## src/rtl/code_breaker_pkg.sv

```systemverilog
// Shared Mastermind constants, FSM state encoding and the history record layout.
package code_breaker_pkg;
   localparam int PEGS      = 4;
   localparam int COLOR_W   = 3;
   localparam int COLORS    = 1 << COLOR_W;
   localparam int MAX_TURNS = 8;
   localparam int SCORE_W   = 3;
   localparam int CAND_W    = PEGS * COLOR_W;
   localparam int TURN_W    = 4;
   localparam int IDX_W     = $clog2(MAX_TURNS);

   localparam logic [SCORE_W-1:0] ALL_BLACK = SCORE_W'(PEGS);
   localparam logic [SCORE_W:0]   MAX_SUM   = (SCORE_W+1)'(PEGS);
   localparam logic [TURN_W-1:0]  LAST_TURN = TURN_W'(MAX_TURNS - 1);

   typedef enum logic [2:0] {
      IDLE, SEARCH, PROPOSE, WAIT_FB, SOLVED, FAILED
   } state_t;

   typedef struct packed {
      logic [CAND_W-1:0]  code;
      logic [SCORE_W-1:0] black;
      logic [SCORE_W-1:0] white;
   } hist_t;
endpackage

```

## src/rtl/code_breaker_peg_scorer.sv

```systemverilog
// Combinational black/white peg scorer; peg 0 occupies the low COLOR_W bits of each code.
module peg_scorer
   import code_breaker_pkg::*;
(
   input  logic [CAND_W-1:0]  code_a,
   input  logic [CAND_W-1:0]  code_b,
   output logic [SCORE_W-1:0] black,
   output logic [SCORE_W-1:0] white
);
   logic [PEGS-1:0]    hit;
   logic [SCORE_W-1:0] cnt_a, cnt_b, common;

   for (genvar p = 0; p < PEGS; p++) begin : g_peg
      assign hit[p] = code_a[p*COLOR_W +: COLOR_W] == code_b[p*COLOR_W +: COLOR_W];
   end

   // white = sum over colours of min(count_a, count_b), minus the exact hits
   always_comb begin
      black  = '0;
      common = '0;
      cnt_a  = '0;
      cnt_b  = '0;
      for (int p = 0; p < PEGS; p++)
         black = black + SCORE_W'(hit[p]);
      for (int c = 0; c < COLORS; c++) begin
         cnt_a = '0;
         cnt_b = '0;
         for (int p = 0; p < PEGS; p++) begin
            if (code_a[p*COLOR_W +: COLOR_W] == COLOR_W'(c)) cnt_a = cnt_a + SCORE_W'(1);
            if (code_b[p*COLOR_W +: COLOR_W] == COLOR_W'(c)) cnt_b = cnt_b + SCORE_W'(1);
         end
         common = common + ((cnt_a < cnt_b) ? cnt_a : cnt_b);
      end
      white = common - black;
   end
endmodule

```

## src/rtl/code_breaker.sv

```systemverilog
// Automatic Mastermind codebreaker: proposes the lowest candidate consistent with all stored scores.
// Define SOLVER_SEED_EN to add a seed input that sets the starting candidate of each game.
module code_breaker
   import code_breaker_pkg::*;
(
   input  logic                 clk,
   input  logic                 reset,
   input  logic                 start,
`ifdef SOLVER_SEED_EN
   input  logic [CAND_W-1:0]    seed,
`endif
   output logic [COLOR_W-1:0]   guess0,
   output logic [COLOR_W-1:0]   guess1,
   output logic [COLOR_W-1:0]   guess2,
   output logic [COLOR_W-1:0]   guess3,
   output logic                 guess_valid,
   input  logic                 guess_ready,
   input  logic                 fb_valid,
   input  logic [SCORE_W-1:0]   fb_black,
   input  logic [SCORE_W-1:0]   fb_white,
   output logic                 busy,
   output logic                 solved,
   output logic                 failed,
   output logic [TURN_W-1:0]    turn_count
);
   state_t             state;
   logic [CAND_W-1:0]  cand;
   logic [TURN_W-1:0]  idx;
   hist_t              hist [MAX_TURNS];
   hist_t              entry;
   logic [SCORE_W-1:0] sc_black, sc_white;
   logic [SCORE_W:0]   fb_sum;
   logic               match, wrap_fail, cand_end;

   assign entry  = hist[idx[IDX_W-1:0]];
   assign match  = (sc_black == entry.black) && (sc_white == entry.white);
   assign fb_sum = {1'b0, fb_black} + {1'b0, fb_white};

   peg_scorer u_scorer (
      .code_a (cand),
      .code_b (entry.code),
      .black  (sc_black),
      .white  (sc_white)
   );

`ifdef SOLVER_SEED_EN
   // Rejections since the last proposal; the 4096th means the whole space was tried.
   logic [CAND_W-1:0] rej;
   assign wrap_fail = &rej;
   assign cand_end  = 1'b0;
`else
   assign wrap_fail = &cand;
   assign cand_end  = &cand;
`endif

   always_ff @(posedge clk) begin
      if (reset) begin
         state       <= IDLE;
         cand        <= '0;
         idx         <= '0;
         {guess3, guess2, guess1, guess0} <= '0;
         guess_valid <= 1'b0;
         busy        <= 1'b0;
         solved      <= 1'b0;
         failed      <= 1'b0;
         turn_count  <= '0;
         for (int i = 0; i < MAX_TURNS; i++) hist[i] <= '0;
`ifdef SOLVER_SEED_EN
         rej         <= '0;
`endif
      end else begin
         case (state)
            IDLE, SOLVED, FAILED: begin
               if (start) begin
                  state      <= SEARCH;
                  busy       <= 1'b1;
                  solved     <= 1'b0;
                  failed     <= 1'b0;
                  turn_count <= '0;
                  idx        <= '0;
                  for (int i = 0; i < MAX_TURNS; i++) hist[i] <= '0;
`ifdef SOLVER_SEED_EN
                  cand       <= seed;
                  rej        <= '0;
`else
                  cand       <= '0;
`endif
               end
            end
            SEARCH: begin
               if (idx == turn_count) begin
                  state       <= PROPOSE;
                  guess_valid <= 1'b1;
                  {guess3, guess2, guess1, guess0} <= cand;
`ifdef SOLVER_SEED_EN
                  rej         <= '0;
`endif
               end else if (match) begin
                  idx <= idx + TURN_W'(1);
               end else if (wrap_fail) begin
                  state  <= FAILED;
                  busy   <= 1'b0;
                  failed <= 1'b1;
               end else begin
                  cand <= cand + CAND_W'(1);
                  idx  <= '0;
`ifdef SOLVER_SEED_EN
                  rej  <= rej + CAND_W'(1);
`endif
               end
            end
            PROPOSE: begin
               if (guess_ready) begin
                  state       <= WAIT_FB;
                  guess_valid <= 1'b0;
               end
            end
            WAIT_FB: begin
               if (fb_valid) begin
                  if (fb_sum > MAX_SUM) begin
                     state  <= FAILED;
                     busy   <= 1'b0;
                     failed <= 1'b1;
                  end else begin
                     hist[turn_count[IDX_W-1:0]] <= {cand, fb_black, fb_white};
                     turn_count <= turn_count + TURN_W'(1);
                     if (fb_black == ALL_BLACK) begin
                        state  <= SOLVED;
                        busy   <= 1'b0;
                        solved <= 1'b1;
                     end else if (turn_count == LAST_TURN || cand_end) begin
                        state  <= FAILED;
                        busy   <= 1'b0;
                        failed <= 1'b1;
                     end else begin
                        state <= SEARCH;
                        cand  <= cand + CAND_W'(1);
                        idx   <= '0;
                     end
                  end
               end
            end
            default: state <= IDLE;
         endcase
      end
   end
endmodule
```

## config.mk

```make
export PLATFORM = sky130hd
export DESIGN_NAME = code_breaker
export DESIGN_NICKNAME = d
export VERILOG_FILES = /design/src/rtl/code_breaker_pkg.sv /design/src/rtl/code_breaker_peg_scorer.sv /design/src/rtl/code_breaker.sv
export SDC_FILE = /design/constraint.sdc
export NUM_CORES = 1
export LEC_CHECK = 0
export CAP_MARGIN = 40
export CORE_MARGIN = 2
export CORE_UTILIZATION = 60
export DETAILED_ROUTE_END_ITERATION = 10
export PLACE_DENSITY = 0.78
export SLEW_MARGIN = 25
export SYNTH_ARGS = -nofsm -noshare
export SYNTH_HDL_FRONTEND = slang
export SYNTH_SLANG_ARGS = --single-unit
```

## constraint.sdc

```tcl
create_clock -name clk -period 21.6 [get_ports clk]
set_input_delay 4.32 -clock clk [delete_from_list [all_inputs] [get_ports clk]]
set_output_delay 4.32 -clock clk [all_outputs]
set_load 0.02 [all_outputs]
```

==> results of run 1 <==
cell usage in the layout (no fill, tap or decap), types with 11 or more instances in the layout:
cell type        Yosys  layout
a21oi_1             34      34
buf_4                2      16
nand3_1             23      23
mux2i_1             43      43
xor2_1              26      26
nor4_1              20      20
ha_1                88      88
xnor2_1             54      54
mux4_2              27      27
dfxtp_1             42      40
nand2_1             65      65
and2_1              91      91
clkbuf_16            0      17
nand2b_1            14      14
nor2_1              90      90
nor3_1              76      75
edfxtp_1           144     144
mux2_2              21      21
inv_1               75      75
fa_1                11      11
clkdlybuf4s50_1      0      30
o21ai_0             27      21
nor2b_1             11      11
tightest hold or removal path: cells and delay by family (launching register included):
| kind | cells | cell delay (ns) |
|---|---|---|
| flip-flops | 1 | 0.31 |
| AO/OA/AOI/OAI | 2 | 0.12 |
state kept, by name, indices dropped and copies added (netlist names), 3 cells and up, named ones only:
register and cells:
cand 12, guess0 3, guess1 3, guess2 3, guess3 3, hist 144, idx 4, state 3
turn_count 4
metrics by stage:
step | hold WS [ns] | total power (µW) | instances
finish | 0.477 | 1940 | 1449
global route | 0.516 | 2070 | 1449
CTS | 0.484 | 1930 | 1439
detailed placement | 0.460 | 1610 | 1407
global placement | 0.457 | 1580 | 1403
floorplan | 0.486 | 1290 | 1153
how the worst min path moves through the flow:
stage,from,endpoint,slack (ns),depth (start not counted)
CTS,guess_valid,guess_valid,0.48,2
detailed placement,solved,solved,0.46,2
floorplan,state[2],state[1],0.49,1
global route,guess_valid,guess_valid,0.52,2
finish,guess_valid,guess_valid,0.48,2
global placement,solved,solved,0.46,2
routing by layer:
metal	wire length [µm]	global-route usage [%]	share of wire [%]
met2	14000	46.2	49
met4	803	7.88	2.8
met5	0	0	0
met3	2040	4.22	7.1
met1	11900	37.4	41
area by class of cell:
cell class	count	share of cell area (%)
flip-flops and latches	186	38.2
well taps	270	2.50
clock inverters	15	1.30
inverters	78	2.17
clock buffers	17	3.15
repair buffers	57	4.04
multi-input cells	826	48.6
power groups by stage:
| stage | Sequential [µW] | Combinational (µW) | Clock (µW) |
|---|---|---|---|
| final | 471 | 1160 | 312 |
| after global routing | 476 | 1270 | 328 |
| after CTS | 472 | 1150 | 313 |
| after detailed placement | 478 | 1130 | 0 |
| after global placement | 477 | 1100 | 0 |
| after floorplan | 471 | 819 | 0 |
logic make-up after synthesis:
logic type               synth area share [%]
buffers and inverters                    4.68
adder cells (fa/ha/maj)                  10.8
AND/OR/NAND/NOR                          18.4
XOR/XNOR                                 6.84
multiplexers                             11.2
AO/OA/AOI/OAI                            6.02
flip-flops                               42.1
==> impl_metrics.toml, run 1 <==
[power_and_ir_drop]
ir_drop_v = 0.000239
combPwrFrac_pct = 59.7
power.switching_uw = 831
internal-power_uw = 1110
power.density_nw_per_um2 = 144
power_frac_clock_pct = 16.1
p_sw_share_pct = 42.7
p_leak_uw = 0.00526
pwr-share-seq_pct = 24.2

[synthesis]
yosysWarnings = 0
syn_avg_cell_area_um2 = 10.6
synth_async_sr_flop_share_pct = 0
yosysMostFrequentCell = "edfxtp_1"
synth_common_cells = "edfxtp_1, and2_1, nor2_1"
synth_seq_cells = 186
synth_enable_flop_cells = 144
synth_area_um2 = 12300
yosysTopAreaCell = "edfxtp_1"
synthesis.nets = 1263
netlist_instances = 1153
ys.flop_type = "edfxtp_1"
yosysTopAreaCellShare_pct = 35.3
synthTopCellsByArea = "edfxtp_1, ha_1, dfxtp_1"
yosysSeqAreaShare_pct = 42.1
synthDistinctLibCells = 73

[placement]
dpl.hpwl_mm = 20.3
place_congestion = 0.831
postPlaceCellArea_um2 = 12800
portBuffers = 30
dpl_worst_slack_ns = 12.57

[timing]
fmax_mhz = 117
finalMaxSlewViolations = 0
setup_tns_ns = 0
worstMarginPinSlew_ns = 0.849
rsz0062_at_grt = "false"
fin_ws_ns = 13.07
hold_viol = 0
setup_viol = 0
fin_crit_sh_pct = 39.5
relSlewSlack_pct = 43.2
fin_crit_ns = 8.53
fin_skew_ns = 0.0107

[clocking]
clk_pin_slew_ns = 0.07
htreeDepth = 4
clk_latency_ns = 0.44
cts_buffers = 17
cts_resized = 0
clock_sinks = 186
cts-root-buf = "clkbuf_16"
clock_path_buffers = 2
cts_tree = "done"
cts_hold_buf = 0
postCtsSetupBuffers = 0

[die]
dieHeight_um = 147
die_area_um2 = 21600
die_w_um = 147
row_count = 52
core-area_um2 = 20200
ioPinCount = 31
start_util_pct = 60.8

[grt]
grt_antenna_before_repair = 0
gr-total-overflow = 0
grt_pass1_wl_mm = 45.9
groute.usage.overall_pct = 27.5
grt_pass1_vias = 8470
grt_max_degree = 45

[setup_path]
reg2reg_to = "cand[8]"
cp.depth = 28
crit_path_start_kind = "register"
reg2reg_slack_ns = 13.07
required_ns = 21.96
endpoint_kind = "register"
critical_path.max_stage_delay_ns = 0.57
cp_max_fo = 30
r2r_cells = 28
crit_family = "adder cells"
path_buf_inv = 3
worstPathArrival_ns = 8.89
crit_slowest_cell = "mux4_2"
critPathKind = "reg2reg"
crit_end = "cand[8]"

[drt]
finalWirelength_mm = 28.8
drc = 0
via_count = 8783
dr.first_iter.drc_count = 823
wl_per_cell_um = 19.9
postRouteAntennaNets = 0
vias_per_cell = 6.06
first_pass_iters = 5

[run_status]
status = "completed"

[final_layout]
multi_input_area_um2 = 6570
fin_nets = 1276
fin_util_pct = 67.0
n_antenna_cell = 0
drive_above_1_share_pct = 12.0
final_cell_area_um2 = 13500
area_growth_syn_to_layout_pct = 10.2
seq_area_um2 = 5170
fill_cells = 1514

[job]
drv_cap = 0

[hold_path]
min_path_type = "reg2reg"
No activity file was read; power rests on OpenSTA's default activity.
==> run 2, diff against run 1 <==
- CORE_UTILIZATION: 60 -> 57
- PLACE_DENSITY: 0.78 -> 0.77
- clock period: 21.6 -> 7.8 ns (I/O delays scaled with it)
==> impl_metrics.toml, run 2 (synthesis results as in run 1) <==
[timing]
fmax_mhz = 131
fin_skew_ns = 0.00805
setup_tns_ns = 0
finalMaxSlewViolations = 0
relSlewSlack_pct = 41.3
setup_viol = 0
worstMarginPinSlew_ns = 0.872
fin_crit_sh_pct = 97.5
hold_viol = 0
fin_crit_ns = 7.61

[hold_path]
worstHoldEndpoint = "guess_valid"
min_path_type = "reg2reg"
worstHoldStart = "guess_valid"
whs_path_depth = 2

[power_and_ir_drop]
combPwrFrac_pct = 58.9
power_frac_clock_pct = 16.4
power.switching_uw = 2120
p_leak_uw = 0.00539
ir_drop_v = 0.000490
p_sw_share_pct = 40.1
pwr-share-seq_pct = 24.7
power.density_nw_per_um2 = 384
internal-power_uw = 3170

[clocking]
clock_sinks = 186
cts_buffers = 17
htreeDepth = 4
cts_tree = "done"
clk_pin_slew_ns = 0.07
clk_latency_ns = 0.44
clock_path_buffers = 2
cts-root-buf = "clkbuf_16"
cts_hold_buf = 0

[final_layout]
n_antenna_cell = 0
fin_nets = 1295
drive_above_1_share_pct = 14.7
largest_reg_flops = 144
fin_util_pct = 65.3
regMostFlops = "hist"
final_common_cell = "edfxtp_1"
reg_top3 = "hist: 144 flops, cand: 12 flops"
final_cell_area_um2 = 13800
area_growth_syn_to_layout_pct = 12.4
final_cell_mix = "edfxtp_1, and2_1, nor2_1"

[setup_path]
critPathKind = "reg2reg"
reg2reg_to = "cand[5]"
r2r_cells = 30
required_ns = 8.18
reg2reg_slack_ns = 0.19
cp_max_fo = 14
crit_slowest_cell = "mux4_2"
critical_path.max_stage_delay_ns = 0.52
worstPathArrival_ns = 7.98
endpoint_kind = "register"
crit_path_start_kind = "register"

[drt]
postRouteAntennaNets = 0
dr.first_iter.drc_count = 1000
first_pass_iters = 7
via_count = 8861
wl_per_cell_um = 20.5
vias_per_cell = 6.02
finalWirelength_mm = 30.3
drc = 0

[die]
die_w_um = 151
die_area_um2 = 22700
dieHeight_um = 151
ioPinCount = 31
core-area_um2 = 21100
row_count = 53
start_util_pct = 58.2

[grt]
grt_max_degree = 40
groute.usage.overall_pct = 27.5
grt_busiest_layer = "met2"
grtUsageMet2_pct = 46.3
grt_pass1_wl_mm = 47.0
grtUsageMet1_pct = 37.6
grt_pass1_vias = 8463
gr-total-overflow = 0
met3_usage_pct = 4.82
grt_antenna_before_repair = 0

[placement]
dpl.hpwl_mm = 21.0
portBuffers = 30
place_congestion = 0.894
postPlaceCellArea_um2 = 13000

[job]
drv_cap = 0

[run_status]
status = "completed"
## run 2: cell count changes in the layout (fill, tap and decap cells not counted), sizes merged
cell	delta
clkbuf	-1
inv	-1
buf	+20
clkinvlp	-1
clkinv	+2
## run 2: metrics by stage
step / power (µW) / instances / setup WS (ns) / hold slack, ns
2_1_floorplan: 3570 / 1153 / 0.0139 / 0.486
3_3_place_gp: 4190 / 1429 / 0.327 / 0.459
3_5_place_dp: 4280 / 1431 / 0.0497 / 0.463
4_1_cts: 5160 / 1463 / 0.0654 / 0.478
5_1_grt: 5580 / 1473 / -0.122 / 0.508
6_report: 5300 / 1473 / 0.194 / 0.482
## run 2: worst max-delay path: cells and delay by family (launching register included)
kind	cells	cell delay (ns)
mux	3	1.00
buf+inv	6	0.84
compound gates	3	0.73
xor+xnor	5	1.09
flops	1	0.40
simple gates	6	0.95
fa+ha+maj	7	2.55
## run 2: per-layer routing
layer / part of all wire [%] / vias to the layer above
li1: - / 4140
met1: 42 / 4350
met2: 50 / 347
met3: 6.9 / 24
met4: 1.2 / 0
met5: 0 / -
## run 2: timing repair
| action | CTS | global route |
|---|---|---|
| pin swaps | 0 | 6 |
| setup buffers | 0 | 5 |
| endpoints found under the setup margin | 2 | 21 |
| cloned | 0 | 1 |
| resized for setup | 1 | 20 |
## run 2: area by class of cell
cell class	count	area (µm²)
clock buffer	17	425
clock inverter	15	178
fill	1602	7310
inverter	78	293
multi-input combinational	826	6670
sequential	186	5170
tap	275	344
timing repair buffer	76	704
## run 2: worst max path at each step
stage               slack [ns]       to  cells after the start  startpoint
floorplan                 0.01  cand[8]                     30    register
global placement          0.33  cand[8]                     31    register
global route             -0.12  cand[5]                     30    register
detailed placement        0.05  cand[8]                     32    register
finish                    0.19  cand[5]                     30    register
CTS                       0.07  cand[9]                     32    register
## run 2: power by group through the flow
stage	logic, µW	registers [µW]	clock network, µW
global placement	2870	1320	0
global route	3350	1320	913
floorplan	2270	1300	0
CTS	2980	1300	873
finish	3120	1310	870
detailed placement	2960	1320	0
